### config.mk
export PLATFORM = sky130hd
export DESIGN_NAME = alu_cmd_sequencer
export DESIGN_NICKNAME = d
export VERILOG_FILES = /design/src/rtl/alu_cmd_sequencer.sv
export SDC_FILE = /design/constraint.sdc
export NUM_CORES = 1
export LEC_CHECK = 0
export BUFFER_PORTS_ARGS = -buffer_cell sky130_fd_sc_hd__buf_2
export CAP_MARGIN = 40
export CORE_ASPECT_RATIO = 1.4
export CORE_UTILIZATION = 55
export DETAILED_ROUTE_END_ITERATION = 16
export GPL_TIMING_DRIVEN = 0
export PLACE_DENSITY = 0.77
export SKIP_CTS_REPAIR_TIMING = 1
export SLEW_MARGIN = 25
export SYNTH_ARGS = -nofsm -noshare
export SYNTH_HDL_FRONTEND = slang
export SYNTH_SLANG_ARGS = --single-unit
### constraint.sdc
create_clock -name clk -period 2.7 [get_ports clk]
set_clock_uncertainty 0.2 [all_clocks]
set_input_delay 0.27 -clock clk [delete_from_list [all_inputs] [get_ports clk]]
set_output_delay 0.27 -clock clk [all_outputs]
set_load 0.03 [all_outputs]
### src/rtl/alu_cmd_sequencer.sv
// -----------------------------------------------------------------------------
// alu_cmd_sequencer
//
// Issue/retire stage around a combinational ALU. Incoming commands
// {opcode, A, B} are buffered in a small FIFO and issued one at a time into
// operand registers that drive the ALU inputs directly. After one evaluation
// cycle, the ALU result and carry are captured into a result register.
// Downstream consumes that register through a valid/ready handshake.
//
// Ports
//   clk, rst                 clock; synchronous active-high reset
//   cmd_valid/cmd_ready      command handshake; cmd_op, cmd_a, cmd_b payload
//   alu_a, alu_b, alu_sel    registered operands to the ALU
//   alu_result, alu_carry    combinational ALU outputs
//   res_valid/res_ready      result handshake
//   res_data, res_carry      captured result; carry is kept only for add (op 0)
//   res_zero                 res_data == 0
//   res_div0                 divide (op 3) issued with B == 0; res_data = all ones
//   cmd_count                FIFO occupancy, 0..DEPTH
// -----------------------------------------------------------------------------
module alu_cmd_sequencer #(
  parameter int WIDTH = 3,
  parameter int SEL_W = 3,
  parameter int DEPTH = 4   // power of 2, >= 2
) (
  input  logic                     clk,
  input  logic                     rst,
  input  logic                     cmd_valid,
  output logic                     cmd_ready,
  input  logic [SEL_W-1:0]         cmd_op,
  input  logic [WIDTH-1:0]         cmd_a,
  input  logic [WIDTH-1:0]         cmd_b,
  output logic [WIDTH-1:0]         alu_a,
  output logic [WIDTH-1:0]         alu_b,
  output logic [SEL_W-1:0]         alu_sel,
  input  logic [WIDTH-1:0]         alu_result,
  input  logic                     alu_carry,
  output logic                     res_valid,
  input  logic                     res_ready,
  output logic [WIDTH-1:0]         res_data,
  output logic                     res_carry,
  output logic                     res_zero,
  output logic                     res_div0,
  output logic [$clog2(DEPTH):0]   cmd_count
);

  localparam int PTR_W = $clog2(DEPTH);
  localparam int CNT_W = PTR_W + 1;
  localparam int ENT_W = SEL_W + 2 * WIDTH;

  typedef enum logic [1:0] {
    IDLE = 2'd0,
    EXEC = 2'd1,
    HOLD = 2'd2
  } state_e;

  state_e             state_q;
  logic [ENT_W-1:0]   mem_q [DEPTH];
  logic [PTR_W-1:0]   wr_ptr_q;
  logic [PTR_W-1:0]   rd_ptr_q;
  logic [CNT_W-1:0]   count_q;
  logic [SEL_W-1:0]   op_q;
  logic [WIDTH-1:0]   a_q;
  logic [WIDTH-1:0]   b_q;
  logic               res_valid_q;
  logic [WIDTH-1:0]   res_data_q;
  logic               res_carry_q;
  logic               res_zero_q;
  logic               res_div0_q;

  logic push;
  logic pop;
  logic fifo_nonempty;
  logic div0;

  // Ready decodes the registered count only, so a pop in the same cycle
  // never frees a slot for a push into a full FIFO.
  assign cmd_ready     = (count_q != CNT_W'(DEPTH));
  assign push          = cmd_valid && cmd_ready;
  assign fifo_nonempty = (count_q != '0);

  // A pop issues the head command: from IDLE whenever something is queued,
  // or from HOLD in the same cycle the pending result is consumed.
  assign pop = fifo_nonempty &&
               ((state_q == IDLE) || ((state_q == HOLD) && res_ready));

  assign div0 = (op_q == SEL_W'(3)) && (b_q == '0);

  // NOTE: FIFO storage has no reset; entries are only read after being
  // written, and the pointers/count that qualify them are reset.
  always_ff @(posedge clk) begin
    if (push) begin
      mem_q[wr_ptr_q] <= {cmd_op, cmd_a, cmd_b};
    end
  end

  // NOTE: all sequential state uses non-blocking assignments so every
  // register samples values from before the edge, independent of order.
  always_ff @(posedge clk) begin
    if (rst) begin
      state_q     <= IDLE;
      wr_ptr_q    <= '0;
      rd_ptr_q    <= '0;
      count_q     <= '0;
      op_q        <= '0;
      a_q         <= '0;
      b_q         <= '0;
      res_valid_q <= 1'b0;
      res_data_q  <= '0;
      res_carry_q <= 1'b0;
      res_zero_q  <= 1'b0;
      res_div0_q  <= 1'b0;
    end else begin
      if (push) begin
        wr_ptr_q <= wr_ptr_q + PTR_W'(1);
      end
      if (pop) begin
        rd_ptr_q            <= rd_ptr_q + PTR_W'(1);
        {op_q, a_q, b_q}    <= mem_q[rd_ptr_q];
      end

      case ({push, pop})
        2'b10:   count_q <= count_q + CNT_W'(1);
        2'b01:   count_q <= count_q - CNT_W'(1);
        default: count_q <= count_q;
      endcase

      case (state_q)
        IDLE: begin
          if (pop) begin
            state_q <= EXEC;
          end
        end
        EXEC: begin
          // The ALU has had the whole cycle to settle on stable operands.
          res_data_q  <= div0 ? '1 : alu_result;
          res_carry_q <= alu_carry && (op_q == '0) && !div0;
          res_zero_q  <= !div0 && (alu_result == '0);
          res_div0_q  <= div0;
          res_valid_q <= 1'b1;
          state_q     <= HOLD;
        end
        HOLD: begin
          if (res_ready) begin
            res_valid_q <= 1'b0;
            state_q     <= pop ? EXEC : IDLE;
          end
        end
        default: state_q <= IDLE;
      endcase
    end
  end

  assign alu_sel   = op_q;
  assign alu_a     = a_q;
  assign alu_b     = b_q;
  assign res_valid = res_valid_q;
  assign res_data  = res_data_q;
  assign res_carry = res_carry_q;
  assign res_zero  = res_zero_q;
  assign res_div0  = res_div0_q;
  assign cmd_count = count_q;

endmodule

# ---- Yosys cells after proc, flatten, opt, wreduce, memory -nomap -nowiden
# Memories as Yosys holds them, arrays and structs flattened. A register that Yosys moved wholly into a read port is not among the register bits.
# Index checks and enable logic that the tools add are counted.
dict set report classes {
  addsub 4
  multipliers 0
  div_mod_pow 0
  order_cmp 0
  eq_ne 8
  shift 0
  mux 10
  n_bitwise 0
  n_reduce_logical 18
}
# cell n
set ops {}
lappend ops {{logical NOT 3 bit} 3}
lappend ops {{logical AND 1 bit} 7}
lappend ops {{case mux 2 bit (3 select lines)} 1}
lappend ops {{case mux 3 bit (2 select lines)} 1}
lappend ops {{adder 2 x 1 -> 2 bit, second input constant} 2}
lappend ops {{== test 2 x 1 -> 1 bit, second input constant} 2}
lappend ops {{== test 2 bit, second input constant} 2}
lappend ops {{two-way mux 1 bit} 4}
lappend ops {{two-way mux 2 bit} 2}
lappend ops {{inequality test 2 bit, second input constant} 2}
lappend ops {{AND reduction 2 bit} 2}
lappend ops {{nonzero test 2 bit} 2}
lappend ops {{adder 3 x 1 -> 3 bit, second input constant} 1}
lappend ops {{== test 3 x 2 -> 1 bit, second input constant} 1}
lappend ops {{two-way mux 3 bit} 1}
lappend ops {{inequality test 3 bit, second input constant} 1}
lappend ops {{nonzero test 3 bit} 1}
lappend ops {{subtractor 3 x 1 -> 3 bit, second input constant} 1}
lappend ops {{logical NOT 2 bit} 1}
lappend ops {{case mux 1 bit (2 select lines)} 1}
lappend ops {{logical NOT 1 bit} 1}
lappend ops {{logical OR 1 bit} 1}
dict set report word_totals {
  reg_bits 16
  latch_bits 0
  ram_bits 36
  mem_bits_ro 0
  input_bits 17
  out_inout_bits 20
  word_cells 50
  mem_count 1
}
# memory depth word_bits read_ports rd_clocked_by_memory_dff wr line
set memory_table {}
lappend memory_table {mem_q 4 9 1 1 1 58} ;# logic [ENT_W-1:0] mem_q [DEPTH];

# ---- Logic depth before layout (Yosys ltp)
# Gate-level depths: netlist of run 1.
dict set report logic_depth {
  word_depth 7
  ltp_mapped 8
  ltp_nobuf 7
}

# ---- Least setup slack after synthesis of run 1
# Ideal clock, no wire load.
dict set report synth_path {
  path_kind {register to register}
  startpoint {register count_q[0], in the netlist cmd_count[0]}
  endpoint {register count_q[2], in the netlist cmd_count[2]}
  setup_time_ps 70
  t_arrival_ps 2239
  t_required_ps 2430
  setup_slack_ps 191
  stages_incl_launch_ff 9
  path_buffers 1
  period_less_slack_ps 2509
  path_cell_list {dfxtp_1 or3b_1 buf_2 nand2_1 ha_1 fa_1 xnor2_1 or3_1 a21oi_1}
}
dict set report synth_between {
  elab_chain_cells 4
  word_cells_on_any_way 10
  classes_between {add/sub (2); eq/ne (3); mux (1); reduce/logical (4)}
}
# item line
set synth_rtl {}
lappend synth_rtl {{from (decl)} 61} ;# logic [CNT_W-1:0] count_q;
lappend synth_rtl {{from (signal assigned)} 123} ;# 2'b10: count_q <= count_q + CNT_W'(1);
lappend synth_rtl {{from (signal assigned)} 124} ;# 2'b01: count_q <= count_q - CNT_W'(1);
lappend synth_rtl {{from (signal assigned)} 125} ;# default: count_q <= count_q;
lappend synth_rtl {{inequality test 3 bit *} 78} ;# assign cmd_ready = (count_q != CNT_W'(DEPTH));
lappend synth_rtl {{net cmd_ready} 29} ;# output logic cmd_ready,
lappend synth_rtl {{logical AND 1 bit *} 79} ;# assign push = cmd_valid && cmd_ready;
lappend synth_rtl {{== test 2 x 1 -> 1 bit or == test 2 bit (tied branches)} 122} ;# case ({push, pop})
lappend synth_rtl {{case mux 3 bit (2 select lines) or nonzero test 2 bit (tied branches)} n/a}
# Mark *: on every way through the listed nets, which the timed path passes. The rest lies on a longest branch.
# A chain may end at the register's enable or synchronous reset.

# ---- Worst setup path in the final report of run 1
dict set report layout_path {
  startpoint {register count_q[0], in the netlist cmd_count[0]}
  endpoint {register count_q[2], in the netlist cmd_count[2]}
}
dict set report layout_between {
  elab_chain_cells 4
  word_cells_on_any_way 10
  classes_between {add/sub (2); eq/ne (3); mux (1); reduce/logical (4)}
}
# item line
set layout_rtl {}
lappend layout_rtl {{inequality test 3 bit or nonzero test 3 bit (tied branches)} {78, 80}}
lappend layout_rtl {{logical AND 1 bit (on tied branches)} {79, 84}}
lappend layout_rtl {{== test 2 x 1 -> 1 bit or == test 2 bit (tied branches)} 122}
lappend layout_rtl {{case mux 3 bit (2 select lines) or nonzero test 2 bit (tied branches)} n/a}
# Parallel ways exist; a longest one is shown, timed or not.

==> metrics.md, run 1 <==
| Metric | Value |
|---|---|
| Number of port buffers | `34` |
| Setup violations, final | `0` |
| Critical R2R Capture | `cmd_count[2]` |
| CP required | `2.75 ns` |
| R2r setup slk | `0.21 ns` |
| Largest net degree at the start of global routing | `11` |
| Pint | `1.92 mW` |
| DRC viols | `0` |
| Die Y | `81.1 um` |
| All-Layer GR Usage | `0.206` |
| Seq/Total Area, Yosys | `0.643` |
| Worst-path clk slew | `0.06 ns` |
| Switch Pwr | `1.10 mW` |
| Met2 WL | `2420 um` |
| Setup_tns | `0 ns` |
| Synth area leader | `edfxtp_1` |
| Highest metal layer with signal wires | `met4` |
| Fmax | `402 MHz` |
| CTS tree | `done` |
| Core box area | `4270 um^2` |
| Die Area | `4750 um^2` |
| Max Transition Viols Final | `0` |
| DR WL/cell | `15.3 um` |
| Cell area after layout | `2970 um^2` |
| Post-Synthesis Cells | `165` |
| Top FF cell, synth | `edfxtp_1` |
| Most frequent cell after synthesis | `edfxtp_1` |
| Post-route minimum period | `2.49 ns` |
| Critical Path Start Type | `flop` |
| Num CTS Buffers | `9` |
| CP endpoint kind | `flop` |
| Post-synth EDFFs | `36` |
| Drt pass-1 iters | `4` |
| Final core utilization | `0.694` |
| Hold WS | `0.0550 ns` |
| Post-Syn Nets | `188` |
| Met3 routed WL | `144 um` |
| Clock share of power | `0.213` |
| Clk_lat worst skew | `0.33 ns` |
| Register bit total from synthesis | `61` |
| Status | `finished clean` |
| Syn Area/Cell | `14.9 um^2` |
| Multi-input gate area | `826 um^2` |
| CTS sink cnt | `61` |
| Starting Density | `0.576` |
| P&R area growth vs syn | `20.6%` |
| Post-route ant nets | `0` |
| Post-synth ARST share | `0` |
| Synth top area cells | `edfxtp_1 (44%), dfxtp_1 (20%), mux4_2 (8.2%), o2bb2ai_1 (3.2%), ha_1 (2.5%)` |
| WL final | `4330 um` |
| Hold EP | `state_q[1]` |
| IO Pins | `37` |
| R2R Path Start | `cmd_count[0]` |
| GP Congestion | `0.711` |
| Final Hold Fails | `0` |
| Maximum vdd drop | `0.000465 V` |
| Seq. cell area | `1580 um^2` |
| Logic pwr share | `0.357` |
| Clock tree buffer depth | `2` |
| Share of power burned in registers | `0.430` |
| Max-cap violations | `0` |
| Max FO, Critical Path | `10` |
| Fin nets | `243` |
| Final WS setup | `0.213 ns` |
| Area post-placement | `2710 um^2` |
| Vias | `1,521` |
| Ys Warns | `0` |
| Slew headroom | `0.566` |
| Distinct cells, synth | `40` |
| Fill count | `308` |
| DRT iter0 DRCs | `54` |
| Worst hold start | `res_ready` |
| Critical path class | `flop to flop` |
| Total congestion overflow | `0` |
| # diodes | `0` |
| Die Width | `58.5 um` |
| H-tree levels | `3` |
| Tightest Hold Check Type | `input pin to flop` |
| M1 WL | `1730 um` |
| Vias per cell | `5.36` |
| Tightest Pin Transition | `0.647 ns` |
| Standard-cell rows | `28` |
| Layout cells sized above 1 | `0.295` |
| Mapped cell area | `2460 um^2` |
| Vias in the first global route | `1,486` |
| Hpwl dp | `3020 um` |
| CTS root buffer | `clkbuf_8` |
| Place WS | `0.155 ns` |
| WHS Path Cells | `3` |
| RSZ-0062 raised after global routing | `false` |
| Crit path DAT | `2.54 ns` |
| Share of the synthesized area in the top cell type | `0.439` |
| Power per cell area | `1020 nW/um^2` |
| Commonest cells post-synth | `edfxtp_1 (36), dfxtp_1 (25), nand2b_1 (10), nor2_1 (10)` |
| First-pass GRT wire length | `6890 um` |
| Static Leak | `1.12 nW` |
| Register-to-Register Path Depth | `7` |
| Net Sw Frac | `0.364` |
| Initial antenna violation count | `0` |
| Final period utilization | `0.921` |
## cell families after synthesis
group,share of synthesized area
xor gates and xnor gates,0.00712
and+or+nand+nor,0.124
AOI/OAI and AO/OA,0.0773
DFF,0.643
buffers and inverters,0.0239
adders and majority gates,0.0336
muxes,0.0910
## registers in the layout, summed over array words and instances, names as in the netlist, 2 cells and up
register   count
alu_b          3
alu_a          3
rd_ptr_q       2
wr_ptr_q       2
alu_sel        3
mem_q         36
res_data       3
cmd_count      3
state_q        2
## cells in the final DEF (no fill, tap or decap), types with 5 or more instances in the layout
cell           instances
clkbuf_8               9
a21oi_1                7
mux4_2                 9
edfxtp_1              36
o2bb2ai_1              9
dfxtp_1               25
dlygate4sd3_1         10
nand2_1                5
ha_1                   5
nand2b_1              10
nor2_1                10
buf_2                 36
## area by class of cell
type | count | share of cell area
Clock inverter | 6 | 0.0105
Timing Repair Buffer | 44 | 0.0911
Clock buffer | 9 | 0.0418
Sequential cell | 61 | 0.533
Multi-Input combinational cell | 93 | 0.278
Tap cell | 60 | 0.0253
Inverter | 3 | 0.00380
Buffer | 8 | 0.0160
## layer usage
layer  vias to the layer above  global-route usage
met3                         6              0.0573
met4                         0               0.107
met1                       742               0.237
met2                        39               0.347
met5                         -                   0
li1                        734                   -
## worst max-delay path by stage
stage	endpoint	cells after the start	from	slack, ns
floorplan	cmd_count[2]	8	cmd_count[0]	0.19
global placement	cmd_count[2]	7	cmd_count[0]	0.28
detailed placement	cmd_count[2]	7	cmd_count[0]	0.15
CTS	cmd_count[2]	7	cmd_count[0]	0.13
global route	cmd_count[2]	7	cmd_count[0]	0.02
finish	cmd_count[2]	7	cmd_count[0]	0.21
## stage by stage
step / total power, mW / cells
floorplan: 2.10 / 165
global placement: 2.32 / 259
detailed placement: 2.38 / 259
CTS: 3.03 / 274
global route: 3.19 / 284
finish: 3.02 / 284
## worst max-delay path, cell delays in order, from the launching register on
cell	delay (ns)
dfxtp_1	0.48
nor3_4	0.11
nor3_2	0.55
ha_1	0.33
fa_1	0.20
xnor2_1	0.08
or3_1	0.32
a21oi_1	0.14
## power groups by stage
stage | clock network (mW) | logic [mW] | registers (mW)
after global placement | 0 | 1.03 | 1.29
final | 0.642 | 1.08 | 1.30
after global routing | 0.694 | 1.18 | 1.32
after CTS | 0.666 | 1.07 | 1.29
after floorplan | 0 | 0.608 | 1.49
after detailed placement | 0 | 1.07 | 1.31
(Power assumes the default switching activity.)
==> run 2, diff against run 1 <==
Settings changed: CORE_UTILIZATION 55 to 50, PLACE_DENSITY 0.77 to 0.74, TNS_END_PERCENT from default to 50.
Clock period 2.7 ns to 2.15 ns, I/O delays scaled along.
==> run 2 against run 1 <==
Net effect:
- clock power grew 64%
- sequential cell count unchanged
- hold slack worse by 0.052 ns
- critical path type unchanged
- clock-buffer cell count grew 1
- largest cell class unchanged
- final cell count up 2.8%
- register-to-register slack got worse by 0.21 ns
==> metrics.md, run 2 (same netlist as run 1, synthesis figures left out) <==
| Metric | Value |
|---|---|
| Status | `finished clean` |
| Critical path class | `flop to flop` |
| Largest net degree at the start of global routing | `11 (unchanged)` |
| P&R area growth vs syn | `26.5%` |
| CP required | `2.20 ns (-0.55 ns)` |
| Multi-input gate area | `855 um^2 (+3.5%)` |
| Standard-cell rows | `29 (+3.6%)` |
| DRC viols | `0 (unchanged)` |
| Core box area | `4640 um^2 (+8.7%)` |
| Die Width | `61.3 um (+4.7%)` |
| # diodes | `0 (unchanged)` |
| Power, Total | `4.21 mW (+39%)` |
| Starting Density | `0.530 (-0.0459)` |
| Inst Count DP | `261 (+0.77%)` |
| Max Transition Viols Final | `0 (unchanged)` |
| DRT iter0 DRCs | `59 (+9.3%)` |
| Fill count | `350 (+14%)` |
| Worst-path clk slew | `0.06 ns (about the same)` |
| Vias per cell | `5.29 (-1.2%)` |
| RSZ-0062 raised after global routing | `true` |
| Setup violations, final | `0 (unchanged)` |
| Static Leak | `1.17 nW (+4.7%)` |
| CTS root buffer | `clkbuf_8` |
| Hpwl dp | `3120 um (+3.5%)` |
| Worst setup path start | `cmd_count[2]` |
| Final Hold Fails | `0 (unchanged)` |
| Vias | `1,545 (+1.6%)` |
| Setup_tns | `0 ns (unchanged)` |
| First-pass GRT wire length | `7120 um (+3.4%)` |
| Area post-placement | `2740 um^2 (+1.2%)` |
| WL final | `4530 um (+4.5%)` |
| Most frequent cells in the layout | `edfxtp_1 (36), buf_2 (35), dfxtp_1 (22)` |
| Critical Path Start Type | `flop` |
| Max reg flops | `36 (unchanged)` |
| Fin nets | `249 (+2.5%)` |
| Post-route minimum period | `2.15 ns (-0.340 ns)` |
| Drt pass-1 iters | `4 (unchanged)` |
| Crit path DAT | `2.20 ns (-0.34 ns)` |
| H-tree levels | `3 (unchanged)` |
| DR WL/cell | `15.5 um (+1.7%)` |
| Worst hold start | `alu_result[1]` |
| Die Y | `85.0 um (+4.8%)` |
| Seq. cell area | `1590 um^2 (+0.71%)` |
| CTS tree | `done` |
| Place WS | `-0.161 ns (-0.316 ns)` |
| Power per cell area | `1350 nW/um^2 (+33%)` |
| Total congestion overflow | `0 (unchanged)` |
| R2R Path Start | `cmd_count[2]` |
| CP endpoint kind | `flop` |
| Tightest Hold Check Type | `input pin to flop` |
| Post-route ant nets | `0 (unchanged)` |
| Max FO, Critical Path | `5 (-5)` |
| GP Congestion | `0.668 (-6.0%)` |
| CTS sink cnt | `61 (unchanged)` |
| Slew headroom | `0.624 (+0.0581)` |
| Final WS setup | `0.00310 ns (-0.210 ns)` |
| Clk_lat worst skew | `0.33 ns (about the same)` |
| IO Pins | `37 (unchanged)` |
| Commonest non-fill, non-tap cell in the layout | `edfxtp_1` |
| Die Area | `5210 um^2 (+9.7%)` |
| Num CTS Buffers | `9 (unchanged)` |
| Tightest Pin Transition | `0.559 ns (-0.0878 ns)` |
| Final period utilization | `0.999 (+0.0775)` |
| Number of port buffers | `34 (unchanged)` |
| Fmax | `466 MHz (+16%)` |
| Cell area after layout | `3110 um^2 (+4.9%)` |
| Maximum vdd drop | `0.000911 V (+96%)` |
| Layout cells sized above 1 | `0.339 (+0.0445)` |
| Clock tree buffer depth | `2 (unchanged)` |
| Initial antenna violation count | `0 (unchanged)` |
| All-Layer GR Usage | `0.198 (-0.00744)` |
| Biggest register | `mem_q` |
| Max-cap violations | `0 (unchanged)` |
| Vias in the first global route | `1,502 (+1.1%)` |
| Non-Filler Instances | `292 (+2.8%)` |
-- run 2: area by class of cell --
| cell class | count | area share |
|---|---|---|
| Timing Repair Buffer | 50 | 0.102 |
| Clock inverter | 5 | 0.0245 |
| Clock buffer | 10 | 0.0410 |
| Sequential cell | 61 | 0.512 |
| Multi-Input combinational cell | 93 | 0.275 |
| Tap cell | 62 | 0.0249 |
| Inverter | 3 | 0.00362 |
| Buffer | 8 | 0.0173 |
-- run 2: layer usage --
metal,up-vias,global-route usage,wire (um)
met5,-,0,0
met4,0,0.0992,46
met3,4,0.0564,151
met2,40,0.337,2500
met1,746,0.217,1830
li1,755,-,-
-- run 2: per-stage QoR --
step                hold WS (ns)   util
detailed placement         0.229  0.590
finish                   0.00327  0.670
floorplan                  0.114      -
global route              0.0198  0.670
global placement           0.225  0.590
CTS                       -0.123  0.634
-- run 2: report_power, final --
group,total [mW],switching (mW),leakage (nW),internal (mW)
Clock,1.05,0.414,0.0998,0.640
Combinational,1.52,0.861,0.532,0.656
Sequential,1.64,0.160,0.537,1.48
Total,4.21,1.44,1.17,2.77
-- run 2: worst max-delay path, stage by stage (launching register included) --
cell and delay (ns):
dfxtp_4 0.36, nor3_4 0.29, nor3_4 0.10, ha_4 0.18, fa_2 0.34, xnor2_1 0.15, or3_1 0.33, a21oi_2 0.12
-- run 2: path summary, 6_finish.rpt --
| kind | endpoint | slack (ns) | cells after the start |
|---|---|---|---|
| max | cmd_count[2] | 0.003 | 7 |
| min | res_data[1] | 0.003 | 3 |
| max reg2reg | cmd_count[2] | 0.003 | 7 |
| min reg2reg | res_carry | 0.26 | 2 |
==> run 3, diff against run 2 <==
Settings changed: CORE_UTILIZATION 50 to 53, CTS_BUF_LIST from default to sky130_fd_sc_hd__clkbuf_4, PLACE_DENSITY 0.74 to 0.78.
==> run 3 against run 2 <==
Net effect:
- hold slack improved by 0.018 ns
- setup slack got worse by 0.040 ns
- the flow now finishes with violations (negative setup slack)
- largest power group unchanged
- wire length is 4.8% higher
- non-clock buffer count is 4 higher
- critical path depth is 1 higher
==> metrics.md, run 3 (same netlist as run 1, synthesis figures left out) <==
| Metric | Value |
|---|---|
| Number of port buffers | `34 (unchanged)` |
| First-pass GRT wire length | `6920 um (-2.8%)` |
| Starting Density | `0.547 (+0.0171)` |
| Crit-path cells | `or3b_4, buf_6, nand2_4, ha_4, fa_2, xnor2_1, or3_1, a21oi_2` |
| Power, Total | `3.97 mW (-5.6%)` |
| Fmax | `457 MHz (-1.8%)` |
| Final core utilization | `0.685 (+0.0149)` |
| Vias in the first global route | `1,480 (-1.5%)` |
| Max FO, Critical Path | `10 (+5)` |
| DR WL/cell | `16.0 um (+3.0%)` |
| Total congestion overflow | `0 (unchanged)` |
| Post-route ant nets | `0 (unchanged)` |
| Largest net degree at the start of global routing | `11 (unchanged)` |
| Fin nets | `253 (+1.6%)` |
| WHS Path Cells | `4 (+1)` |
| GRT met2 Usage | `0.351 (+0.0136)` |
| Critical Path Max Stage Delay | `0.37 ns (about the same)` |
| CTS tree | `done` |
| Hold EP | `res_carry` |
| Initial antenna violation count | `0 (unchanged)` |
| Max reg flops | `36 (unchanged)` |
| Share of power burned in registers | `0.411 (+0.022)` |
| Register-to-Register Path Depth | `8 (+1)` |
| Num CTS Buffers | `9 (unchanged)` |
| Clock share of power | `0.188 (-0.062)` |
| R2R Path Start | `cmd_count[2]` |
| Setup_tns | `-0.0367 ns (-0.0367 ns)` |
| Max Transition Viols Final | `0 (unchanged)` |
| Layout cells sized above 1 | `0.340 (+0.00130)` |
| Die Area | `4920 um^2 (-5.5%)` |
| Die Y | `82.6 um (-2.8%)` |
| Most frequent cells in the layout | `edfxtp_1 (36), buf_2 (35), dfxtp_1 (22)` |
| Place WS | `-0.125 ns (+0.0363 ns)` |
| Status | `finished with violations` |
| CP required | `2.27 ns (+0.07 ns)` |
| R2r setup slk | `-0.04 ns (-0.04 ns)` |
| Area post-placement | `2740 um^2 (unchanged)` |
| Critical Path Start Type | `flop` |
| CTS root buffer | `clkbuf_4` |
| Net Sw Frac | `0.365 (+0.0236)` |
| Post-route minimum period | `2.19 ns (+0.0398 ns)` |
| Final period utilization | `1.02 (+0.0185)` |
| WL final | `4750 um (+4.8%)` |
| Setup violations, final | `1 (+1)` |
| Maximum vdd drop | `0.000797 V (-13%)` |
| Static Leak | `1.16 nW (-0.86%)` |
| Met1 Use GR | `0.228 (+0.0106)` |
| Worst path slowest cell | `dfxtp_4` |
| Worst hold start | `alu_carry` |
| DRC viols | `0 (unchanged)` |
| CTS sink cnt | `61 (unchanged)` |
| All-Layer GR Usage | `0.204 (+0.00629)` |
| Standard-cell rows | `29 (unchanged)` |
| Logic pwr share | `0.401 (+0.041)` |
| Slew headroom | `0.595 (-0.0289)` |
| Biggest register | `mem_q` |
| Fill count | `328 (-6.3%)` |
| RSZ-0062 raised after global routing | `true` |
| CP endpoint kind | `flop` |
| Gr busiest metal | `met2` |
| Tightest Hold Check Type | `input pin to flop` |
| Final WS setup | `-0.0367 ns (-0.0398 ns)` |
| Crit path DAT | `2.31 ns (+0.11 ns)` |
| Clk_lat worst skew | `0.39 ns (+0.06 ns)` |
| Switch Pwr | `1.45 mW (+0.94%)` |
| Max-cap violations | `0 (unchanged)` |
| Core box area | `4500 um^2 (-3.1%)` |
| GP Congestion | `0.703 (+5.2%)` |
| Tightest Pin Transition | `0.607 ns (+0.0476 ns)` |
| Vias per cell | `5.29 (about the same)` |
| Met3 Use GR | `0.0576 (+0.00123)` |
| Pint | `2.53 mW (-9.0%)` |
| Die Width | `59.6 um (-2.8%)` |
| Hpwl dp | `3180 um (+1.8%)` |
| Clock tree buffer depth | `2 (unchanged)` |
| Vias | `1,570 (+1.6%)` |
| Critical R2R Capture | `cmd_count[2]` |
| Commonest non-fill, non-tap cell in the layout | `edfxtp_1` |
| Worst-path clk slew | `0.10 ns (+0.04 ns)` |
| Final Hold Fails | `0 (unchanged)` |
| Failing checks | `negative setup slack` |
| P&R area growth vs syn | `25.3%` |
| Critical path class | `flop to flop` |
| Cell area after layout | `3080 um^2 (-0.96%)` |
| H-tree levels | `3 (unchanged)` |
| Power per cell area | `1290 nW/um^2 (-4.7%)` |
| IO Pins | `37 (unchanged)` |
| DRT iter0 DRCs | `78 (+32%)` |
| # diodes | `0 (unchanged)` |
| Drt pass-1 iters | `4 (unchanged)` |
[run 3: cell count changes in the layout (fill, tap and decap cells not counted), moves of 2 or more]
cell	before	now
clkbuf_4	0	10
clkbuf_8	9	0
dlygate4sd3_1	11	14
clkinv_1	1	3
[run 3: worst max path at each step]
| stage | slack (ns) | cells past startpoint | from | to |
|---|---|---|---|---|
| final | -0.04 | 8 | cmd_count[2] | cmd_count[2] |
| after global routing | -0.12 | 7 | state_q[1] | cmd_count[2] |
| after CTS | -0.18 | 7 | state_q[1] | cmd_count[2] |
| after detailed placement | -0.13 | 7 | state_q[1] | cmd_count[2] |
| after global placement | -0.07 | 7 | cmd_count[1] | cmd_count[2] |
| after floorplan | -0.04 | 7 | cmd_count[1] | cmd_count[2] |
[run 3: per-stage QoR]
step | std cells | hold slack, ns
3_3_place_gp | 261 | 0.225
2_1_floorplan | 165 | 0.114
5_1_grt | 297 | 0.0401
6_report | 297 | 0.0218
4_1_cts | 277 | -0.192
3_5_place_dp | 261 | 0.232
[run 3: cell type report]
cell class                 instances  area [um^2]  area share
clock inverter                     6         53.8      0.0175
clock buffer                      10         75.1      0.0244
buffer                             8         53.8      0.0175
multi-input combinational         93          862       0.280
sequential                        61         1590       0.517
timing repair buffer              54          355       0.115
inverter                           3         11.3     0.00365
tap                               62         77.6      0.0252
[run 3: power groups by stage]
stage / clock network [mW] / registers (mW) / logic [mW]
global placement: 0 / 1.65 / 1.34
CTS: 0.760 / 1.64 / 1.40
detailed placement: 0 / 1.67 / 1.39
global route: 0.808 / 1.66 / 1.71
finish: 0.747 / 1.64 / 1.59
floorplan: 0 / 1.90 / 0.807
[run 3: layer usage]
| layer | wire length (um) | vias up |
|---|---|---|
| met3 | 181 | 13 |
| met2 | 2520 | 42 |
| li1 | - | 759 |
| met5 | 0 | - |
| met1 | 1940 | 756 |
| met4 | 108 | 0 |
[run 3: critical path: cells and delay by family, from the launching register on]
kind                       cells  cell delay (ns)
AOI/OAI and AO/OA              1             0.13
xor gates and xnor gates       1             0.15
adders and majority gates      2             0.52
buffers and inverters          1             0.13
DFF                            1             0.37
and+or+nand+nor                3             0.62
